<file path="src/rtl/fp_special_encoder.sv">
`default_nettype none
// ============================================================================
// Module   : fp_special_encoder
// Brief    : Builds the IEEE special-case result (NaN / Inf / signed zero) of
//            the FP adder from per-operand class flags. Two-stage valid/ready
//            pipeline with full backpressure and a saturating invalid counter.
// Revision : 1.0 - initial release
// ============================================================================
module fp_special_encoder #(
    parameter int EXP_W  = 11,
    parameter int FRAC_W = 52,
    parameter int CNT_W  = 8
) (
    input  logic                        clk,
    input  logic                        rst,
    input  logic                        in_valid,
    output logic                        in_ready,
    input  logic                        op_sub,
    input  logic [1:0]                  rm,
    input  logic                        sa,
    input  logic                        za,
    input  logic                        ia,
    input  logic                        na,
    input  logic                        sna,
    input  logic                        sb,
    input  logic                        zb,
    input  logic                        ib,
    input  logic                        nb,
    input  logic                        snb,
    output logic                        out_valid,
    input  logic                        out_ready,
    output logic                        out_special,
    output logic [EXP_W+FRAC_W:0]       out_res,
    output logic                        out_inv,
    output logic [CNT_W-1:0]            inv_count
);

    localparam int W = 1 + EXP_W + FRAC_W;

    // Decoded result kinds carried from stage 1 to stage 2
    localparam logic [2:0] c_case_none = 3'd0;
    localparam logic [2:0] c_case_qnan = 3'd1;
    localparam logic [2:0] c_case_inf  = 3'd2;
    localparam logic [2:0] c_case_zero = 3'd3;

    localparam logic [CNT_W-1:0] c_cnt_max = {CNT_W{1'b1}};

    logic             s1_v_q;
    logic [2:0]       s1_code_q;
    logic             s1_sign_q;
    logic             s1_inv_q;
    logic             s2_v_q;

    logic             w_sbe;
    logic             w_esub;
    logic             w_s2_en;
    logic [2:0]       code_d;
    logic             sign_d;
    logic             inv_d;
    logic [W-1:0]     res_d;
    logic             special_d;

    // Effective sign of B after folding in the operation; esub = magnitudes subtract
    assign w_sbe  = sb ^ op_sub;
    assign w_esub = sa ^ w_sbe;

    // Stage 2 can take new data when empty or when its content leaves this cycle.
    // Stage 1 can accept when empty or when it moves into stage 2.
    assign w_s2_en  = !s2_v_q || out_ready;
    assign in_ready = !s1_v_q || !s2_v_q || out_ready;
    assign out_valid = s2_v_q;

    // Priority resolution of the special case; first matching rule wins
    always_comb begin
        code_d = c_case_none;
        sign_d = 1'b0;
        inv_d  = 1'b0;
        if (sna || snb) begin
            code_d = c_case_qnan;
            inv_d  = 1'b1;
        end else if (na || nb) begin
            code_d = c_case_qnan;
        end else if (ia && ib && w_esub) begin
            code_d = c_case_qnan;
            inv_d  = 1'b1;
        end else if (ia) begin
            code_d = c_case_inf;
            sign_d = sa;
        end else if (ib) begin
            code_d = c_case_inf;
            sign_d = w_sbe;
        end else if (za && zb) begin
            code_d = c_case_zero;
            // Exact-zero sum of opposite-signed zeros is -0 only when rounding down
            sign_d = (sa == w_sbe) ? sa : (rm == 2'b11);
        end
    end

    // Stage 1: capture the decoded case on each accepted input
    always_ff @(posedge clk or posedge rst) begin
        if (rst) begin
            s1_v_q    <= 1'b0;
            s1_code_q <= c_case_none;
            s1_sign_q <= 1'b0;
            s1_inv_q  <= 1'b0;
        end else if (in_ready) begin
            s1_v_q <= in_valid;
            if (in_valid) begin
                s1_code_q <= code_d;
                s1_sign_q <= sign_d;
                s1_inv_q  <= inv_d;
            end
        end
    end

    // Pack the stage-1 case into an IEEE bit pattern; qNaN is canonical, no payload
    always_comb begin
        res_d     = '0;
        special_d = (s1_code_q != c_case_none);
        case (s1_code_q)
            c_case_qnan: res_d = {1'b0, {EXP_W{1'b1}}, 1'b1, {(FRAC_W-1){1'b0}}};
            c_case_inf:  res_d = {s1_sign_q, {EXP_W{1'b1}}, {FRAC_W{1'b0}}};
            c_case_zero: res_d = {s1_sign_q, {(W-1){1'b0}}};
            default:     res_d = '0;
        endcase
    end

    // Stage 2: output register; data only changes when a valid stage-1 entry moves in
    always_ff @(posedge clk or posedge rst) begin
        if (rst) begin
            s2_v_q      <= 1'b0;
            out_res     <= '0;
            out_special <= 1'b0;
            out_inv     <= 1'b0;
        end else if (w_s2_en) begin
            s2_v_q <= s1_v_q;
            if (s1_v_q) begin
                out_res     <= res_d;
                out_special <= special_d;
                out_inv     <= s1_inv_q;
            end
        end
    end

    // Count delivered invalid results, sticking at all ones
    always_ff @(posedge clk or posedge rst) begin
        if (rst) begin
            inv_count <= '0;
        end else if (s2_v_q && out_ready && out_inv && (inv_count != c_cnt_max)) begin
            inv_count <= inv_count + 1'b1;
        end
    end

endmodule
`default_nettype wire

</file>
<file path="config.mk">
export PLATFORM = sky130hd
export DESIGN_NAME = fp_special_encoder
export DESIGN_NICKNAME = d
export VERILOG_FILES = /design/src/rtl/fp_special_encoder.sv
export SDC_FILE = /design/constraint.sdc
export NUM_CORES = 1
export LEC_CHECK = 0
export ABC_AREA = 0
export CAP_MARGIN = 0
export CORE_MARGIN = 2
export CORE_UTILIZATION = 33
export CTS_CLUSTER_SIZE = 40
export DETAILED_ROUTE_END_ITERATION = 6
export PLACE_DENSITY = 0.87
export SLEW_MARGIN = 20
export SYNTH_ARGS = -nofsm -noshare
export SYNTH_HDL_FRONTEND = slang
export SYNTH_SLANG_ARGS = --single-unit
</file>
<file path="constraint.sdc">
create_clock -name clk -period 1.39 [get_ports clk]
set_clock_uncertainty 0.1 [all_clocks]
set_input_delay 0.278 -clock clk [delete_from_list [all_inputs] [get_ports clk]]
set_output_delay 0.278 -clock clk [all_outputs]
set_load 0.05 [all_outputs]
</file>
Yosys cells after proc, flatten, opt, wreduce, memory -nomap -nowiden
Cells that the tools add are included.
{"block": "classes", "bitwise_logic": 2, "n_eq_ne": 6, "muxes": 17, "addsub": 1, "reduce_logical": 16}
{"operator": "64-bit case mux with 3 select lines", "count": 1}
{"operator": "2-bit two-way mux", "count": 6}
{"operator": "1-bit two-way mux", "count": 10}
{"operator": "8-bit by 1-bit adder with 8-bit output (second input constant)", "count": 1}
{"operator": "8-bit != test (second input constant)", "count": 1}
{"operator": "3-bit by 2-bit equality test with 1-bit output (second input constant)", "count": 2}
{"operator": "1-bit logical AND", "count": 6}
{"operator": "1-bit logical OR", "count": 5}
{"operator": "2-bit AND reduction", "count": 2}
{"operator": "3-bit by 1-bit equality test with 1-bit output (second input constant)", "count": 1}
{"operator": "3-bit nonzero test", "count": 1}
{"operator": "2-bit equality test (second input constant)", "count": 1}
{"operator": "1-bit zero test", "count": 2}
{"operator": "1-bit bitwise XOR", "count": 2}
{"operator": "1-bit equality test", "count": 1}
{"block": "totals", "output_inout_bits": 76, "elab_cells": 51, "reg_bits": 81}

Longest topological paths before layout
Gate-level depths: netlist (run 1).
{"block": "depth", "word_depth": 9, "depth_mapped": 5, "ltp_nobuf": 5}

Least setup slack after synthesis (run 1)
OpenSTA, ideal clock, no wires.
{"block": "synth_timing", "path_type": "register -> register", "startpoint": "register s2_v_q, in the netlist out_valid", "endpoint": "register s1_code_q[0]", "path_slack_ns": -0.609, "n_path_buf": 0, "arrival_time_ns": 1.819, "stages_incl_launch_ff": 5, "path_cell_list": "dfrtp_1 > nand3b_1 > and2_1 > nand4_1 > a2bb2oi_1"}
{"block": "synth_via", "elab_chain_len": 4}
{"item": "from (decl)", "line": "52", "source": "logic s2_v_q;"}
{"item": "from (signal assigned)", "line": "136", "source": "s2_v_q <= s1_v_q;"}
{"item": "1-bit zero test", "line": "70", "source": "assign in_ready = !s1_v_q || !s2_v_q || out_ready;"}
{"item": "1-bit logical OR (2 in series)", "line": "70"}
{"item": "named net in_ready", "line": "17", "source": "output logic in_ready,"}
{"item": "2-bit AND reduction (no source line)"}
{"item": "to (signal assigned)", "line": "103", "source": "s1_code_q <= c_case_none;"}
{"item": "to (signal assigned)", "line": "109", "source": "s1_code_q <= code_d;"}
{"item": "to (decl)", "line": "49", "source": "logic [2:0] s1_code_q;"}
The timed path passes the listed nets, and every way through them passes these cells.
A chain may end at the register's enable or synchronous reset.

Final worst setup path (run 1)
{"block": "layout_timing", "startpoint": "register s2_v_q, in the netlist out_valid", "endpoint": "output port in_ready"}
{"block": "layout_via", "elab_chain_len": 3}
{"item": "1-bit zero test", "line": "70"}
{"item": "1-bit logical OR (2 in series)", "line": "70"}
{"item": "to (decl)", "line": "17"}
Every way passes these cells.

==> results by group, run 1 <==
Outcome
  • Outcome: finished with violations
  • Failing checks: setup timing

STA
  • Final WS setup: -0.0667 ns
  • F_max: 686 MHz
  • Final setup viols: 13
  • Max-slew violation count: 0
  • Final min period: 1.46 ns
  • Period utilization: 105%
  • RSZ-0062 raised after global routing: yes
  • Final hold vios: 0

Min path
  • HP Class: in2async

Floorplanning
  • Die extent in x: 70.0 µm
  • Row count: 24
  • Die height: 70.0 µm
  • Core Region: 4260 µm²
  • Die area: 4900 µm²
  • I/O pin count: 93
  • Initial Utilization: 33.7%

Place
  • GPL Wtd Cong: 0.760
  • Placed Area: 2080 µm²
  • Placed cells: 252
  • PortBufs: 41
  • Dpl hpwl: 2.20 mm

Clock network
  • Total CTS buffers: 3
  • Root Buffer: clkbuf_8
  • Later-pin clock latency in the skew report: 0.25 ns
  • Reg clk slew, reported paths: 0.07 ns
  • H-Tree Depth: 1
  • Clock sink total: 19
  • Clock Path Buffers: 2
  • CTS tree: done

Finish
  • Antenna cells: 0
  • Area grow syn2layout: 56.1%
  • Final Cell Area: 2240 µm²
  • Cell Count, Final, Fillers Out: 264
  • FILL cells: 379
  • Layout net count: 236
  • Share of cells above drive strength 1: 37.7%

Yosys
  • Ys async rst share: 100%
  • Warnings from Yosys: 0
  • Synthesized cell area: 1440 µm²
  • Leading register cell type out of synthesis: dfrtp_1
  • Post-synth top area cell: dfrtp_1
  • Mapped Cells: 153
  • Post-synthesis sequential area ratio: 33.1%
  • Post-synth EDFFs: 0
  • #FFs+latches synth: 19
  • Synth top area cells: dfrtp_1 33%, buf_4 32%, ha_1 5.2%, xor2_1 3.7%, mux2_2 3.1%
  • Post-synth top area share: 33.1%
  • Synth cell count leaders: 61 x buf_4, 19 x dfrtp_1, 10 x nand2_1
  • Most frequent cell after synthesis: buf_4
  • Number of distinct library cells after synthesis: 30
  • Syn Area/Cell: 9.40 µm²

Critical path
  • Setup crit start: out_valid
  • Worst R2R Setup Slack: -0.02 ns
  • R2R Path End: inv_count[1]
  • Crit Reg-Reg Startpoint: inv_count[1]
  • FF-to-FF path depth: 4
  • Worst EP required: 1.01 ns
  • Setup CP Type: reg2out
  • Worst setup path endpoint: in_ready
  • Crit-path max FO: 4
  • Critical Path Sink Type: output port
  • Critical path arrival: 1.08 ns
  • Startpoint types: flip-flop

Global route
  • Vias in the first global route: 951
  • Global-route wire length before repair: 4.24 mm
  • Initial antenna violation count: 0
  • Total Routing Usage GR: 10.7%
  • Overflow left after global routing: 0
  • Largest net degree at the start of global routing: 20

Detailed routing
  • Vias/cell: 4.16
  • Final wirelength: 2.87 mm
  • Routed Antenna Nets: 0
  • Vias: 1097
  • Drt pass-1 iters: 4
  • Residual DRC count: 0
  • DR iter-0 viols: 73
  • Routed wire per std cell: 10.9 µm

Pwr
  • PD cells: 1450 nW/µm²
  • Comb power frac: 64.0%
  • Sw Share: 45.3%
  • VDD IR-drop max: 0.575 mV
  • Internal Pwr Total: 1.78 mW
  • LEAKAGE: 1.09 nW
  • Part of the power in registers: 24.6%
  • Clock Power Share: 11.4%
  • Switching power: 1.47 mW

Flow run
  • Max Cap Viol: 0
==> through the flow <==
step	setup TNS, ns	utilization, %	hold WS (ns)	total power, mW	setup WS (ns)
final	-0.633	52.6	0.257	3.26	-0.0667
after floorplan	-1.97	-	0.128	2.02	-0.367
after global placement	-4.30	48.8	0.361	2.73	-0.471
after detailed placement	-5.04	48.8	0.384	2.77	-0.508
after CTS	-0.724	51.2	0.268	3.18	-0.0685
after global routing	-1.09	52.6	0.291	3.39	-0.116
==> critical path, stage by stage (launching register included) <==
cell      delay, ns
dfrtp_2        0.43
nand3b_1       0.13
buf_4          0.14
buf_12         0.12
==> power groups by stage <==
stage / clock, mW / sequential (mW) / combinational (mW)
floorplan: 0 / 1.17 / 0.851
global placement: 0 / 0.808 / 1.92
detailed placement: 0 / 0.821 / 1.95
CTS: 0.380 / 0.778 / 2.02
global route: 0.412 / 0.811 / 2.17
finish: 0.371 / 0.800 / 2.08
==> how the worst min path moves through the flow <==
stage / from / to / slack, ns / cells after the start
global route: rst / s1_inv_q / 0.29 / 3
global placement: s1_v_q / out_valid / 0.36 / 1
CTS: rst / s1_inv_q / 0.27 / 3
floorplan: rst / out_res[51] / 0.13 / 1
finish: rst / s1_inv_q / 0.26 / 3
detailed placement: s1_inv_q / s1_inv_q / 0.38 / 2
==> layout by cell type (no fill, tap or decap), types with 2 or more instances in the layout <==
| master | n |
|---|---|
| dfrtp_1 | 8 |
| buf_8 | 2 |
| nor3_2 | 2 |
| nand4_1 | 2 |
| nand3b_1 | 2 |
| mux2_2 | 3 |
| clkbuf_8 | 3 |
| buf_6 | 5 |
| nand2_1 | 10 |
| buf_12 | 25 |
| ha_1 | 5 |
| xnor2_1 | 2 |
| dfrtp_2 | 10 |
| nand3_1 | 5 |
| o21ai_0 | 3 |
| mux2_4 | 2 |
| nand2b_1 | 3 |
| clkdlybuf4s50_1 | 9 |
| o211ai_1 | 2 |
| buf_4 | 18 |
| nor2_1 | 5 |
| xor2_1 | 5 |
| conb_1 | 51 |
| dlygate4sd2_1 | 6 |
| inv_1 | 4 |
==> area by class of cell <==
cell class | count | area (µm²) | share of cell area [%]
Sequential cell | 19 | 492 | 21.9
Multi-Input combinational cell | 119 | 749 | 33.4
Clock buffer | 3 | 41.3 | 1.84
Inverter | 4 | 15.0 | 0.669
Timing Repair Buffer | 66 | 877 | 39.1
Clock inverter | 1 | 5.00 | 0.223
Tap cell | 52 | 65.1 | 2.90
==> kinds of logic (layout without fill, tap and decap cells) <==
group,Yosys count,count (layout),synth area share [%]
simple gates,34,34,12.0
buf+inv,65,74,32.9
xor+xnor,8,8,4.87
flops,19,19,33.1
fa+ha+maj,6,6,5.22
compound gates,15,15,7.49
mux,5,5,4.18
other cells,1,51,0.261
==> sequential cells by signal, indices dropped and copies added (netlist names) <==
| name | flops |
|---|---|
| inv_count | 8 |
| out_res | 3 |
| s1_code_q | 2 |
| out_inv | 1 |
| out_special | 1 |
| out_valid | 1 |
| s1_inv_q | 1 |
| s1_sign_q | 1 |
| s1_v_q | 1 |
==> layer usage <==
layer / part of all wire [%] / track usage (%) / vias up
li1: - / - / 512
met5: 0 / 0 / -
met3: 7.4 / 1.01 / 4
met4: 1.9 / 5.34 / 0
met2: 56 / 20.6 / 61
met1: 35 / 11.5 / 520
==> what timing repair did <==
action                                  4_1_cts  5_1_grt
endpoints found under the hold margin         0        0
setup buffers                                 7        1
hold buffers                                  0        0
endpoints found under the setup margin       19       21
gates resized for setup                       8       13
pin swaps                                     4        3
Note: power is estimated with default switching activity, not from simulation.
==> run 2, diff against run 1 <==
--- a/config.mk
+++ b/config.mk
@@ -16,3 +16,4 @@
 export SYNTH_ARGS = -nofsm -noshare
 export SYNTH_HDL_FRONTEND = slang
 export SYNTH_SLANG_ARGS = --single-unit
+export TNS_END_PERCENT = 20
==> run 2 against run 1 <==
Register-to-register slack better by 0.02 ns. Largest power group unchanged. Critical path type unchanged. Fmax increased by 1.0%. Clock power increased by 2%. Clock-buffer cell count increased by 1. The run still ends with setup timing left. Via count hardly changed. Sequential power is 2% lower. Combinational power decreased by 2%. Sequential cell count is the same. Total power fell by 1.8%. Die area unchanged.
==> results by group, run 2 (synthesized netlist as in run 1, its figures left out) <==
Critical path
  • Setup CP Type: reg2out
  • Cell family with most CP delay: flip-flops
  • Worst EP required: 1.01 ns (about the same)
  • Critical Path Max Stage Delay: 0.39 ns (-0.04 ns)
  • Worst R2R Setup Slack: 0 ns (+0.02 ns)
  • Crit-path cells: nand3b_1 > buf_4 > buf_12
  • FF-to-FF path depth: 4 (unchanged)
  • Critical path arrival: 1.06 ns (-0.02 ns)
  • Critical Path Sink Type: output port
  • Startpoint types: flip-flop
  • Crit Reg-Reg Startpoint: out_valid
  • Crit-path max FO: 3 (-1)
  • R2R Path End: out_res[62]
  • Crit path max-delay cell type: dfrtp_1
  • Buf/Inv on CP: 2 (unchanged)

Finish
  • Commonest non-fill, non-tap cell in the layout: conb_1
  • FILL cells: 377 (-0.53%)
  • Top reg by flops: inv_count
  • Share of cells above drive strength 1: 33.8% (-3.9 points)
  • Fin util: 51.3% (-1.3 points)
  • Max reg flops: 8 (unchanged)
  • Antenna cells: 0 (unchanged)
  • Most frequent cells in the layout: 51 x conb_1, 26 x buf_12, 21 x buf_4
  • Layout net count: 234 (-0.85%)
  • Multi-input logic area: 734 µm² (-2.0%)
  • Biggest regs: inv_count: 8 flops, out_res: 3 flops, s1_code_q: 2 flops
  • Sequential standard cell area: 485 µm² (-1.3%)
  • Area grow syn2layout: 52.1%

Floorplanning
  • Die height: 70.0 µm (unchanged)
  • Die area: 4900 µm² (unchanged)
  • Die extent in x: 70.0 µm (unchanged)
  • Initial Utilization: 33.7% (unchanged)
  • Core Region: 4260 µm² (unchanged)
  • Row count: 24 (unchanged)
  • I/O pin count: 93 (unchanged)

Global route
  • Total Routing Usage GR: 11.7% (+0.93 points)
  • Global-route wire length before repair: 4.63 mm (+9.3%)
  • Vias in the first global route: 1051 (+11%)
  • Overflow left after global routing: 0 (unchanged)
  • Initial antenna violation count: 0 (unchanged)
  • Largest net degree at the start of global routing: 12 (-40%)

STA
  • Final setup viols: 2 (-11)
  • Final WS setup: -0.0521 ns (+0.0146 ns)
  • F_max: 693 MHz (+1.0%)
  • Final min period: 1.44 ns (-0.0146 ns)
  • RSZ-0062 raised after global routing: yes
  • Period utilization: 104% (-1.0 points)
  • Total Neg Setup Slack: -0.0563 ns (+0.577 ns)
  • Max-slew violation count: 0 (unchanged)
  • Final hold vios: 0 (unchanged)

Outcome
  • Failing checks: setup timing
  • Outcome: finished with violations

Detailed routing
  • Routed Antenna Nets: 0 (unchanged)
  • Final wirelength: 2.95 mm (+2.5%)
  • Vias/cell: 4.19 (+0.86%)
  • Vias: 1098 (+0.091%)
  • Drt pass-1 iters: 4 (unchanged)
  • Routed wire per std cell: 11.2 µm (+3.3%)
  • DR iter-0 viols: 38 (-48%)
  • Residual DRC count: 0 (unchanged)

Clock network
  • Total CTS buffers: 3 (unchanged)
  • Reg clk slew, reported paths: 0.07 ns (about the same)
  • Clock Path Buffers: 2 (unchanged)
  • H-Tree Depth: 1 (unchanged)
  • CTS tree: done
  • Later-pin clock latency in the skew report: 0.25 ns (about the same)
  • Root Buffer: clkbuf_8
  • Clock sink total: 19 (unchanged)

Pwr
  • Switching power: 1.46 mW (-0.88%)
  • Sw Share: 45.7% (+0.41 points)
  • Tot Pwr: 3.20 mW (-1.8%)
  • LEAKAGE: 1.06 nW (-2.7%)
  • Part of the power in registers: 24.4% (-0.2 points)
  • PD cells: 1460 nW/µm² (+0.82%)
  • Internal Pwr Total: 1.74 mW (-2.5%)
  • Clock Power Share: 11.8% (+0.4 points)
  • Comb power frac: 63.8% (-0.2 points)
  • VDD IR-drop max: 0.624 mV (+8.4%)

Flow run
  • Max Cap Viol: 0 (unchanged)

Place
  • PortBufs: 41 (unchanged)
  • Dpl hpwl: 2.38 mm (+8.6%)
  • GPL Wtd Cong: 0.797 (+4.8%)

Min path
  • HP Class: in2async
==> run 2: cell types whose count changed in the layout (fill, tap and decap cells not counted), moves of 2 or more <==
cell and change:
buf_6 -4, buf_4 +3, dfrtp_1 +3, buf_8 -2, dfrtp_2 -2
==> run 2: worst max path at each step <==
stage / from / to / depth (start not counted)
final: s1_v_q / in_ready / 3
after detailed placement: op_sub / s1_inv_q / 5
after global placement: sb / s1_inv_q / 5
after CTS: out_valid / in_ready / 3
after floorplan: out_valid / s1_code_q[0] / 4
after global routing: out_valid / in_ready / 3
==> run 2: final cells by class <==
| type | count | share of cell area [%] |
|---|---|---|
| flip-flops and latches | 19 | 22.2 |
| inverters | 4 | 0.686 |
| well taps | 52 | 2.97 |
| clock buffers | 4 | 2.06 |
| multi-input cells | 119 | 33.6 |
| repair buffers | 64 | 38.5 |
==> run 2: through the flow <==
step | instances | area [µm²] | setup slack [ns] | hold WS (ns)
after floorplan | 203 | 1660 | -0.367 | 0.129
after global placement | 254 | 2070 | -0.465 | 0.364
after detailed placement | 254 | 2070 | -0.469 | 0.392
after CTS | 261 | 2150 | -0.0187 | 0.159
after global routing | 262 | 2190 | -0.103 | 0.163
final | 262 | 2190 | -0.0521 | 0.159
==> run 2: worst reg2reg max path, delay by kind of cell (launching register included) <==
| kind | cells | cell delay [ns] |
|---|---|---|
| simple gates | 2 | 0.31 |
| flops | 1 | 0.39 |
| buf+inv | 1 | 0.12 |
| mux | 1 | 0.37 |
==> run 2: power groups by stage <==
stage / sequential (mW) / combinational (mW) / clock [mW]
after global placement: 0.758 / 1.96 / 0
after detailed placement: 0.773 / 1.99 / 0
final: 0.781 / 2.04 / 0.378
after CTS: 0.762 / 2.02 / 0.381
after global routing: 0.796 / 2.11 / 0.419
after floorplan: 1.15 / 0.846 / 0
==> run 2: repair_timing <==
action	CTS	global route
pin swaps	4	6
hold buffers	0	0
cloned	0	0
setup endpoints to repair	23	25
buffers inserted	3	1
gates resized for setup	10	4
==> run 2: per-layer routing <==
layer  global-route usage (%)  vias up  wire length, µm
met1                     11.6      526              999
li1                         -      506                -
met4                     3.85        0               43
met2                     24.0       62             1690
met3                     1.73        4              215
met5                        0        -                0
